==> config.mk <==
export PLATFORM = sky130hd
export DESIGN_NAME = restoring_divider
export DESIGN_NICKNAME = d
export VERILOG_FILES = /design/src/rtl/divider_pkg.sv /design/src/rtl/Adder.sv /design/src/rtl/restoring_divider.sv
export SDC_FILE = /design/constraint.sdc
export NUM_CORES = 1
export LEC_CHECK = 0
export CAP_MARGIN = 20
export CORE_UTILIZATION = 56
export DETAILED_ROUTE_END_ITERATION = 10
export DONT_BUFFER_PORTS = 1
export MAX_ROUTING_LAYER = met4
export PLACE_DENSITY = 0.77
export SLEW_MARGIN = 0
export SYNTH_ARGS = -nofsm -noshare
export SYNTH_HDL_FRONTEND = slang
export SYNTH_SLANG_ARGS = --single-unit
==> constraint.sdc <==
create_clock -name clk -period 34.4 [get_ports clk]
set_input_delay 5.16 -clock clk [delete_from_list [all_inputs] [get_ports clk]]
set_output_delay 5.16 -clock clk [all_outputs]
set_load 0.05 [all_outputs]
==> src/rtl/divider_pkg.sv <==
// Shared definitions for the multi-cycle restoring divider.
//   div_state_e : FSM state encoding (DIV_IDLE, DIV_RUN, DIV_DONE), 2 bits
//   DIV_STEPS   : number of restoring iterations for a given operand width
package divider_pkg;

  typedef enum logic [1:0] {
    DIV_IDLE = 2'd0,
    DIV_RUN  = 2'd1,
    DIV_DONE = 2'd2
  } div_state_e;

  // One quotient bit is produced per iteration.
  function automatic int unsigned DIV_STEPS(input int unsigned width);
    return width;
  endfunction

endpackage

==> src/rtl/Adder.sv <==
// Ripple-carry adder used for the divider's trial subtraction.
//   a, b     : WIDTH-bit addends
//   carry_in : carry into bit 0
//   sum      : WIDTH-bit sum (carry out is not needed by the divider)
module Adder #(
  parameter int unsigned WIDTH = 8
) (
  input  logic [WIDTH-1:0] a,
  input  logic [WIDTH-1:0] b,
  input  logic             carry_in,
  output logic [WIDTH-1:0] sum
);

  // Bit-serial carry chain.
  always_comb begin : ripple
    logic c;
    c   = carry_in;
    sum = '0;
    for (int unsigned i = 0; i < WIDTH; i++) begin
      sum[i] = a[i] ^ b[i] ^ c;
      c      = (a[i] & b[i]) | (c & (a[i] ^ b[i]));
    end
  end

endmodule

==> src/rtl/restoring_divider.sv <==
// Multi-cycle restoring integer divider (RISC-V DIV/DIVU/REM/REMU semantics).
//   clk, rst   : clock, synchronous active-high reset
//   start      : request a division (sampled only when not busy)
//   is_signed  : 1 = two's-complement operands, captured with start
//   dividend   : numerator, captured with start
//   divisor    : denominator, captured with start
//   busy       : high while iterating
//   done       : one-cycle pulse, results valid
//   quotient   : result quotient, held until replaced
//   remainder  : result remainder, held until replaced
module restoring_divider #(
  parameter int unsigned WIDTH = 32
) (
  input  logic             clk,
  input  logic             rst,
  input  logic             start,
  input  logic             is_signed,
  input  logic [WIDTH-1:0] dividend,
  input  logic [WIDTH-1:0] divisor,
  output logic             busy,
  output logic             done,
  output logic [WIDTH-1:0] quotient,
  output logic [WIDTH-1:0] remainder
);

  import divider_pkg::*;

  localparam int unsigned STEPS = DIV_STEPS(WIDTH);
  localparam int unsigned CNT_W = (STEPS > 1) ? $clog2(STEPS) : 1;
  localparam logic [CNT_W-1:0] LAST_STEP = CNT_W'(STEPS - 1);

  div_state_e       state;
  logic [WIDTH:0]   p;
  logic [WIDTH-1:0] q;
  logic [WIDTH-1:0] d;
  logic [CNT_W-1:0] cnt;
  logic             neg_q;
  logic             neg_r;
  logic             div_zero;

  logic [WIDTH:0]   p_shift;
  logic [WIDTH:0]   trial;
  logic [WIDTH:0]   p_next;
  logic [WIDTH-1:0] q_next;
  logic             trial_ok;
  logic [WIDTH-1:0] dividend_mag;
  logic [WIDTH-1:0] divisor_mag;
  logic [WIDTH-1:0] q_final;
  logic [WIDTH-1:0] r_final;

  // Operand magnitudes; |MIN| = 2^(WIDTH-1) is representable as unsigned.
  assign dividend_mag = (is_signed & dividend[WIDTH-1]) ? (~dividend + WIDTH'(1)) : dividend;
  assign divisor_mag  = (is_signed & divisor[WIDTH-1])  ? (~divisor  + WIDTH'(1)) : divisor;

  // {P,Q} << 1; P[WIDTH] is always 0 after a step, so it simply shifts out.
  assign p_shift = {p[WIDTH-1:0], q[WIDTH-1]};

  // Trial subtraction P_shift - {0,D} as P_shift + ~{0,D} + 1.
  Adder #(
    .WIDTH(WIDTH + 1)
  ) u_adder (
    .a        (p_shift),
    .b        (~{1'b0, d}),
    .carry_in (1'b1),
    .sum      (trial)
  );

  assign trial_ok = ~trial[WIDTH];
  assign p_next   = trial_ok ? trial : p_shift;
  assign q_next   = {q[WIDTH-2:0], trial_ok};

  // Sign fix-up; divide-by-zero quotient is forced to all ones, while the
  // datapath already leaves the original dividend in the remainder.
  assign q_final = div_zero ? '1 : (neg_q ? (~q_next + WIDTH'(1)) : q_next);
  assign r_final = neg_r ? (~p_next[WIDTH-1:0] + WIDTH'(1)) : p_next[WIDTH-1:0];

  logic unused_p_msb;
  assign unused_p_msb = p[WIDTH];

  // Control FSM, datapath registers and registered outputs.
  always_ff @(posedge clk) begin
    if (rst) begin
      state     <= DIV_IDLE;
      busy      <= 1'b0;
      done      <= 1'b0;
      quotient  <= '0;
      remainder <= '0;
      p         <= '0;
      q         <= '0;
      d         <= '0;
      cnt       <= '0;
      neg_q     <= 1'b0;
      neg_r     <= 1'b0;
      div_zero  <= 1'b0;
    end else begin
      done <= 1'b0;
      case (state)
        DIV_IDLE, DIV_DONE: begin
          if (start) begin
            state    <= DIV_RUN;
            busy     <= 1'b1;
            p        <= '0;
            q        <= dividend_mag;
            d        <= divisor_mag;
            cnt      <= '0;
            neg_q    <= is_signed & (dividend[WIDTH-1] ^ divisor[WIDTH-1]);
            neg_r    <= is_signed & dividend[WIDTH-1];
            div_zero <= (divisor == '0);
          end else begin
            state <= DIV_IDLE;
          end
        end
        DIV_RUN: begin
          p   <= p_next;
          q   <= q_next;
          cnt <= cnt + CNT_W'(1);
          if (cnt == LAST_STEP) begin
            state     <= DIV_DONE;
            busy      <= 1'b0;
            done      <= 1'b1;
            quotient  <= q_final;
            remainder <= r_final;
          end
        end
        default: begin
          state <= DIV_IDLE;
          busy  <= 1'b0;
        end
      endcase
    end
  end

endmodule

; After elaboration in Yosys (flattened, before gate mapping)
; Index checks and enable logic that the tools add are counted.
[op_classes]
n_addsub = 5
n_eq_ne = 5
mux = 19
bitwise_logic = 172
reduce_logical = 9
[ops]
columns = operator, count
row1 = 32-bit 2-to-1 mux, 8
row2 = "32-bit by 1-bit adder with 32-bit output, second input constant", 4
row3 = 32-bit NOT, 4
row4 = 32-bit one-hot mux with 2 select lines, 2
row5 = 1-bit bitwise AND, 66
row6 = 1-bit XOR, 66
row7 = 32-bit NOT with 33-bit output, 1
row8 = 32-bit logical NOT, 1
row9 = 1-bit OR, 32
row10 = 5-bit one-hot mux with 2 select lines, 1
row11 = 2-bit AND reduction, 4
row12 = "5-bit by 1-bit adder with 5-bit output, second input constant", 1
row13 = "5-bit equality test, second input constant", 1
row14 = 5-bit 2-to-1 mux, 1
row15 = 1-bit 2-to-1 mux, 4
row16 = "2-bit != test, second input constant", 2
row17 = 2-bit one-hot mux with 2 select lines, 1
row18 = 2-bit OR reduction, 2
row19 = 1-bit NOT, 3
row20 = "2-bit by 1-bit equality test with 1-bit output, second input constant", 1
row21 = "2-bit equality test, second input constant", 1
row22 = 2-bit logical NOT, 1
row23 = 2-bit 2-to-1 mux, 1
row24 = 1-bit one-hot mux with 2 select lines, 1
row25 = 2-bit nonzero test, 1
[word_totals]
register_bits = 172
input_bits = 68
out_inout_bits = 66
wordCells = 222

; Longest topological paths before layout
; Gate-level depths: netlist of run 1.
[depth]
word_depth = 71
ltp_mapped = 52
depth_no_buf = 49

; Hierarchy
; Synthesis of run 1 repeated with hierarchy kept, for this count alone.
[hier_totals]
hier_cells = 1326
area_unflattened_um2 = 10762.8
[modules_own_cells]
columns = module, instances, cells_each, area_each_um2, seq_area_each_um2
row1 = restoring_divider, 1, 1288, 10079.7, 3443.3
row2 = Adder, 1, 38, 683.2, 0.0

; Worst setup path before layout of run 1
; Ideal clock, no wire load.
[synth_timing]
kind = reg-to-reg
from = register q[31]
to = register quotient[16]
setup_ps = 86
arrival_time_ps = 15159
required_ps = 34314
path_slack_ps = 19155
path_stages_with_launch = 50
path_buffers = 3
period_less_slack_ps = 15245
cell_sequence = dfxtp_1 > inv_1 > ha_1 > inv_1 > fa_1 > fa_1 > fa_1 > fa_1 > fa_1 > fa_1 > fa_1 > fa_1 > fa_1 > fa_1 > fa_1 > fa_1 > fa_1 > fa_1 > (+14 left out) > inv_1 > fa_1 > inv_1 > fa_1 > inv_1 > fa_1 > xnor2_2 > inv_2 > clkbuf_1 > clkbuf_1 > clkbuf_1 > ha_1 > or4b_2 > or4_1 > o21ai_0 > nand2_1 > xnor2_1 > a211oi_1
[synth_between]
elab_chain_cells = 70
elab_cells_between_ends = 71
cone_classes = add/sub: 1 / mux: 2 / bitwise: 68
[synth_rtl]
columns = item, line_no
row1 = "start, declared", restoring_divider.sv:34  ; logic [WIDTH-1:0] q;
row2 = "start signal, assigned", restoring_divider.sv:103  ; q <= dividend_mag;
row3 = "start signal, assigned", restoring_divider.sv:115  ; q <= q_next;
row4 = 1-bit bitwise AND or 1-bit XOR (tied branches), Adder.sv:21  ; c = (a[i] & b[i]) | (c & (a[i] ^ b[i]));
row5 = 1-bit OR (*), Adder.sv:21
row6 = 1-bit bitwise AND (*), Adder.sv:21
row7 = 1-bit OR (*), Adder.sv:21
row8 = 1-bit bitwise AND (*), Adder.sv:21
row9 = 1-bit OR (*), Adder.sv:21
row10 = 1-bit bitwise AND (*), Adder.sv:21
row11 = 1-bit OR (*), Adder.sv:21
row12 = (+53 left out), n/a
row13 = 1-bit OR (*), Adder.sv:21
row14 = 1-bit bitwise AND (*), Adder.sv:21
row15 = 1-bit OR (*), Adder.sv:21
row16 = 1-bit XOR (*), Adder.sv:20  ; sum[i] = a[i] ^ b[i] ^ c;
row17 = 1-bit NOT (*), restoring_divider.sv:68  ; assign trial_ok = ~trial[WIDTH];
row18 = 32-bit NOT (*), restoring_divider.sv:74  ; assign q_final = div_zero ? '1 : (neg_q ? (~q_next + WIDTH'(1)) : q_next);
row19 = 32-bit by 1-bit adder with 32-bit output (*), restoring_divider.sv:74
row20 = 32-bit 2-to-1 mux (*) (2 in a row), restoring_divider.sv:74
row21 = "end signal, assigned", restoring_divider.sv:121  ; quotient <= q_final;
row22 = "end, declared", restoring_divider.sv:22  ; output logic [WIDTH-1:0] quotient,
; Every way passes the cells marked *; elsewhere a longest branch is shown, timed or not.
; A chain may end at the register's enable or synchronous reset.

; Worst setup path in the final report of run 1
[layout_timing]
from = register q[31]
to = register remainder[28]
[layout_between]
elab_chain_cells = 69
elab_cells_between_ends = 99
cone_classes = add/sub: 1 / mux: 2 / bitwise: 96
[layout_rtl]
columns = item, line_no
row1 = 1-bit bitwise AND or 1-bit XOR (tied branches), "Adder.sv:21, Adder.sv:20"
row2 = 1-bit OR, Adder.sv:21
row3 = 1-bit bitwise AND, Adder.sv:21
row4 = 1-bit OR, Adder.sv:21
row5 = 1-bit bitwise AND, Adder.sv:21
row6 = 1-bit OR, Adder.sv:21
row7 = 1-bit bitwise AND, Adder.sv:21
row8 = 1-bit OR, Adder.sv:21
row9 = (+53 left out), n/a
row10 = 1-bit OR, Adder.sv:21
row11 = 1-bit bitwise AND, Adder.sv:21
row12 = 1-bit OR, Adder.sv:21
row13 = 1-bit XOR, Adder.sv:20
row14 = 32-bit 2-to-1 mux (*), restoring_divider.sv:69  ; assign p_next = trial_ok ? trial : p_shift;
row15 = 32-bit NOT, restoring_divider.sv:75  ; assign r_final = neg_r ? (~p_next[WIDTH-1:0] + WIDTH'(1)) : p_next[WIDTH-1:0];
row16 = 32-bit by 1-bit adder with 32-bit output, restoring_divider.sv:75
row17 = 32-bit 2-to-1 mux (*), restoring_divider.sv:75
row18 = "end signal, assigned", restoring_divider.sv:122  ; remainder <= r_final;
row19 = "end, declared", restoring_divider.sv:23  ; output logic [WIDTH-1:0] remainder
; Marks and branches as above.

==> summary.md, run 1 <==
| Metric | Value |
|---|---|
| Site row count | `48` |
| H-tree lvl count | `4` |
| Worst Path Max Fanout | `between 50 and 60` |
| Most used cell, CP | `fa_1` |
| Largest family of logic cells by synthesized area | `simple AND/OR/NAND/NOR gates` |
| 1st-pass router iterations | `5` |
| First-pass GRT wire length | `between 40000 and 50000 um` |
| Largest net degree at the start of global routing | `164` |
| Simple logic cell fraction of the synthesized area | `22.4%` |
| Hold-fix buffers at CTS | `0` |
| Count of final setup violators | `0` |
| Via density | `6.22` |
| Post-DP Area | `10300 um2` |
| Status | `finished clean` |
| Worst Tran Pin Value | `1.11 ns` |
| Core area | `17500 um2` |
| CP Class | `reg2reg` |
| Worst VDD drop | `0.0388 mV` |
| Die width | `about 140 um` |
| Post-synthesis mux area share | `3.09%` |
| Num Clock Sinks | `172` |
| Vias | `9067` |
| Crit path DAT | `16.69 ns` |
| Worst Clk Skew | `0.00863 ns` |
| Total GRT Usage | `29.8%` |
| Flops & latches, synth | `172` |
| Layout cells sized above 1 | `under 10%` |
| Max cap viols | `0` |
| Placer congestion estimate | `0.915` |
| Commonest non-fill, non-tap cell in the layout | `dfxtp_1` |
| Later-pin clock latency in the skew report | `0.43 ns` |
| Top-Level Pins | `134` |
| Clk buf depth | `2` |
| Crit path time final | `16.35 ns` |
| Adder-cell share of the synthesized area | `6.95%` |
| Clock input transition at the sequential cells of the worst setup and hold paths | `0.07 ns` |
| DRC | `0` |
| Compound-Gate Fraction of Synth Area | `19.4%` |
| Antenna violations before repair | `0` |
| CP delay by family, top | `adder cells` |
| Drt wl/cell | `18.3 um` |
| Synth cell types | `58` |
| Initial Util | `about three fifths` |
| Critical Path Start Type | `register` |
| Post-synth ARST share | `0%` |
| Die Ht | `137 um` |
| Syn nets | `1380` |
| Post-DP HPWL | `19000 um` |
| Cell area after layout | `10900 um2` |
| Antenna diode count | `0` |
| Fin Hold WS | `around 0.48 ns` |
| Hold Fails Final Rpt | `0` |
| Setup crit end kind | `register` |
| CTS resizes | `0` |
| Pleak | `3.83 nW` |
| Register area share after synthesis | `33.8%` |
| NumNets Final | `1326` |
| Setup TNS | `0 ns` |
| CTS Buf Count | `17` |
| CTS tree | `yes` |
| Worst EP required | `34.74 ns` |
| RSZ-0062 raised after global routing | `false` |
| Netlist Area Pre-Place | `10200 um2` |
| Post-Synth XOR/XNOR Area | `9.18%` |
| Gr ovfl total | `0` |
| Most frequent cells in the layout | `172 x dfxtp_1, 151 x nor2_1, 106 x nand2_1` |
| Synth warn | `0` |
| Avg Cell Area, Syn | `8.00 um2` |
| Final worst path period share | `47.5%` |
| Max Freq | `0.0612 GHz` |
| Bufs and invs on worst path | `8` |
| PwrDens | `64.6 nW/um2` |
| Port Buf Inserts | `0` |
| Post-synth top flop | `dfxtp_1` |
| Max-slew violations | `0` |
| Full die area | `18700 um2` |
| Critical path's slowest cell | `buf_4` |
| Antenna-violating nets left | `0` |
| Number of synthesized flops with an enable pin | `0` |
| Clock Tree Root | `clkbuf_16` |
| Initial DRC count | `1095` |
| Critical path's largest stage delay | `0.61 ns` |
| Vias in the first global route | `7975` |
| Rel. slew slack | `25.7%` |
| Total wire length | `~27000 um` |
| Hold crit path type | `reg2reg` |
| Post-CTS setup buffers | `0` |
| Area added between synthesis and finish | `6.70%` |
| Post-Syn Instances | `around 1300` |
cells by family after synthesis:
group | Yosys count
compound gates | 313
xor+xnor | 106
flops | 172
simple gates | 474
mux | 31
buf+inv | 140
fa+ha+maj | 38
registers in the layout (all words and copies together) (netlist names), 2 cells and up:
signal and count:
quotient 32, remainder 32, p 32, state 2
d 32, cnt 5, q 32
worst paths after layout:
path                   end   from  cells past startpoint  slack, ns
max          remainder[28]  q[31]                     49      18.05
min                   d[0]   d[0]                      2       0.48
max reg2reg  remainder[28]  q[31]                     49      18.05
min reg2reg           d[0]   d[0]                      2       0.48
metal layers:
metal  global-route usage, %  wire [um]  vias to the layer above
met1                    45.3      12700                     4184
met2                    37.7      10600                      437
met3                    7.70       2970                       23
met5                       -          0                        -
met4                    8.18        349                        0
li1                        -          -                     4423
Yosys cell counts (4+ instances only):
master / count / area (um2)
dfxtp_1: 172 / 3440
nor2_1: 152 / 571
nand2_1: 106 / 398
o21ai_0: 72 / 360
clkbuf_1: 70 / 263
a21oi_1: 66 / 330
nor3_1: 62 / 310
xnor2_1: 56 / 490
inv_1: 53 / 199
xor2_1: 49 / 429
a211oi_1: 45 / 338
a22oi_1: 41 / 308
fa_1: 31 / 621
mux2i_1: 27 / 270
a31oi_1: 25 / 156
nand3_1: 23 / 115
nor4_1: 23 / 144
nor2b_1: 22 / 138
o31ai_1: 19 / 143
or4_1: 19 / 143
o22ai_1: 18 / 113
or3_1: 18 / 113
buf_1: 10 / 37.5
nand3b_1: 10 / 75.1
ha_1: 7 / 87.6
nand4_1: 7 / 43.8
o41ai_1: 7 / 61.3
nand2b_1: 6 / 37.5
nor3b_1: 6 / 45.0
and2_1: 5 / 31.3
buf_2: 5 / 25.0
and3_1: 4 / 25.0
mux2_2: 4 / 45.0
final cells by class:
cell class / instances / area (um2)
Clock buffer: 19 / 443
Sequential cell: 172 / 3440
Timing Repair Buffer: 12 / 108
Inverter: 55 / 206
Clock inverter: 13 / 140
Fill cell: 1590 / 6660
Multi-Input combinational cell: 962 / 6260
Tap cell: 225 / 282
where the power goes:
part,switching [mW],internal [mW]
Clock,0.0820,0.109
Combinational,0.176,0.109
Sequential,0.0160,0.210
Total,0.274,0.429
tightest hold or removal path, delay by kind of cell, from the launching register on:
family | cells | cell delay (ns)
compound gates | 1 | 0.06
flops | 1 | 0.32
simple gates | 1 | 0.06
stage by stage:
stage / utilization [%] / total power [mW] / std cells / worst slack (ns)
after floorplan: - / 0.439 / 1274 / 19.16
after global placement: 58.5 / 0.500 / 1424 / 18.60
after detailed placement: 58.5 / 0.505 / 1425 / 18.31
after CTS: 61.9 / 0.696 / 1457 / 18.17
after global routing: 62.0 / 0.740 / 1458 / 17.38
final: 62.0 / 0.703 / 1458 / 18.05
(Power assumes the default switching activity.)
==> inputs of run 2 (changes only) <==
Clock period 34.4 ns to 17 ns, I/O delays scaled along.
==> summary.md, run 2 (synthesized netlist as in run 1, its figures left out) <==
| Metric | Value |
|---|---|
| CTS Buf Count | `17 (unchanged)` |
| Critical path's slowest cell | `o22ai_1` |
| Gr ovfl total | `0 (unchanged)` |
| Critical path's largest stage delay | `0.58 ns (-0.03 ns)` |
| Initial Util | `58.1% (unchanged)` |
| Max-slew violations | `0 (unchanged)` |
| Hold Fails Final Rpt | `0 (unchanged)` |
| Vias | `9055 (-0.13%)` |
| Hold-fix buffers at CTS | `0 (unchanged)` |
| Final WS setup | `1.17 ns (-16.88 ns)` |
| Pleak | `3.82 nW (-0.29%)` |
| Final worst path period share | `93.1% (+46 points)` |
| Later-pin clock latency in the skew report | `0.43 ns (about the same)` |
| Setup crit end kind | `register` |
| Bufs and invs on worst path | `7 (-1)` |
| Antenna-violating nets left | `0 (unchanged)` |
| Commonest non-fill, non-tap cell in the layout | `dfxtp_1` |
| Site row count | `48 (unchanged)` |
| Vias in the first global route | `7779 (-2.5%)` |
| Worst Tran Pin Value | `1.13 ns (+0.0228 ns)` |
| DRC | `0 (unchanged)` |
| Clock input transition at the sequential cells of the worst setup and hold paths | `0.06 ns (about the same)` |
| Die width | `137 um (unchanged)` |
| Worst EP required | `17.35 ns (-17.39 ns)` |
| Port Buf Inserts | `0 (unchanged)` |
| 1st-pass router iterations | `6 (+1)` |
| CTS tree | `yes` |
| RSZ-0062 raised after global routing | `false` |
| Max Freq | `0.0632 GHz (+3.3%)` |
| Core area | `17500 um2 (unchanged)` |
| H-tree lvl count | `4 (unchanged)` |
| Critical Path Start Type | `register` |
| Full die area | `18700 um2 (unchanged)` |
| Area added between synthesis and finish | `6.73% (about the same)` |
| Fin Hold WS | `0.467 ns (-0.0146 ns)` |
| Fin cells | `1457 (-0.069%)` |
| Largest net degree at the start of global routing | `164 (unchanged)` |
| Crit path time final | `15.83 ns (-0.517 ns)` |
| Hold crit path type | `reg2reg` |
| CTS resizes | `0 (unchanged)` |
| Worst VDD drop | `0.0876 mV (+130%)` |
| Dpl cells | `1425 (unchanged)` |
| NumNets Final | `1326 (unchanged)` |
| Total wire length | `26700 um (+0.11%)` |
| Layout cells sized above 1 | `4.71% (-0.077 points)` |
| Initial DRC count | `992 (-9.4%)` |
| Post-DP HPWL | `19000 um (about the same)` |
| CP delay by family, top | `adder cells` |
| Fillers | `1577 (-0.82%)` |
| Place WS | `1.34 ns (-16.97 ns)` |
| Max cap viols | `0 (unchanged)` |
| Status | `finished clean` |
| Worst Clk Skew | `0.00816 ns (-0.000467 ns)` |
| Clk buf depth | `2 (unchanged)` |
| Placer congestion estimate | `0.907 (-0.86%)` |
| CP Class | `reg2reg` |
| Num Clock Sinks | `172 (unchanged)` |
| Die Ht | `137 um (unchanged)` |
| Via density | `6.21 (about the same)` |
| Worst Path Max Fanout | `35 (-41%)` |
| Count of final setup violators | `0 (unchanged)` |
| Rel. slew slack | `23.8% (-1.9 points)` |
| First-pass GRT wire length | `42100 um (-0.16%)` |
| Crit path DAT | `16.18 ns (-0.51 ns)` |
| Post-CTS setup buffers | `0 (unchanged)` |
| Most used cell, CP | `fa_1` |
| Top-Level Pins | `134 (unchanged)` |
| Clock Tree Root | `clkbuf_16` |
| PwrDens | `132 nW/um2 (+100%)` |
| Total GRT Usage | `29.8% (about the same)` |
| Drt wl/cell | `18.3 um (+0.17%)` |
| Most frequent cells in the layout | `172 x dfxtp_1, 151 x nor2_1, 106 x nand2_1` |
| Antenna violations before repair | `0 (unchanged)` |
| Setup TNS | `0 ns (unchanged)` |
| Antenna diode count | `0 (unchanged)` |
==> run 2: worst paths after layout <==
kind         start  slack [ns]  cells past startpoint            end
min reg2reg   d[0]        0.47                      2           d[0]
max          q[31]        1.17                     48  remainder[28]
max reg2reg  q[31]        1.17                     48  remainder[28]
min           d[0]        0.47                      2           d[0]
==> run 2: area by class of cell <==
type / count / area, um2 / area share [%]
repair buffers: 12 / 97.6 / 0.897
inverters: 55 / 206 / 1.90
clock buffers: 18 / 429 / 3.94
multi-input cells: 962 / 6260 / 57.5
clock inverters: 13 / 166 / 1.53
well taps: 225 / 282 / 2.59
flip-flops and latches: 172 / 3440 / 31.6
==> run 2: metal layers <==
layer	up-vias	track usage (%)	part of all wire, %
met3	28	8.74	11
met5	-	-	0
met4	0	5.98	1.2
met1	4205	46.0	49
li1	4417	-	-
met2	405	37.1	39
==> run 2: worst min-delay path: cells and delay by family, from the launching register on <==
kind	cells	cell delay, ns
simple gates	1	0.05
compound gates	1	0.06
flops	1	0.31
==> run 2: stage by stage <==
step                power, mW  utilization (%)  instance area (um2)
global route             1.51             62.0                10900
finish                   1.43             62.0                10900
detailed placement       1.02             58.6                10300
floorplan               0.889                -                10200
CTS                      1.42             62.0                10900
global placement         1.01             58.5                10300
==> run 2: power breakdown <==
group / leakage, nW / internal (mW) / switching, mW / total (mW)
logic: 2.14 / 0.219 / 0.359 / 0.578
registers: 1.40 / 0.426 / 0.0326 / 0.459
clock network: 0.283 / 0.231 / 0.167 / 0.398
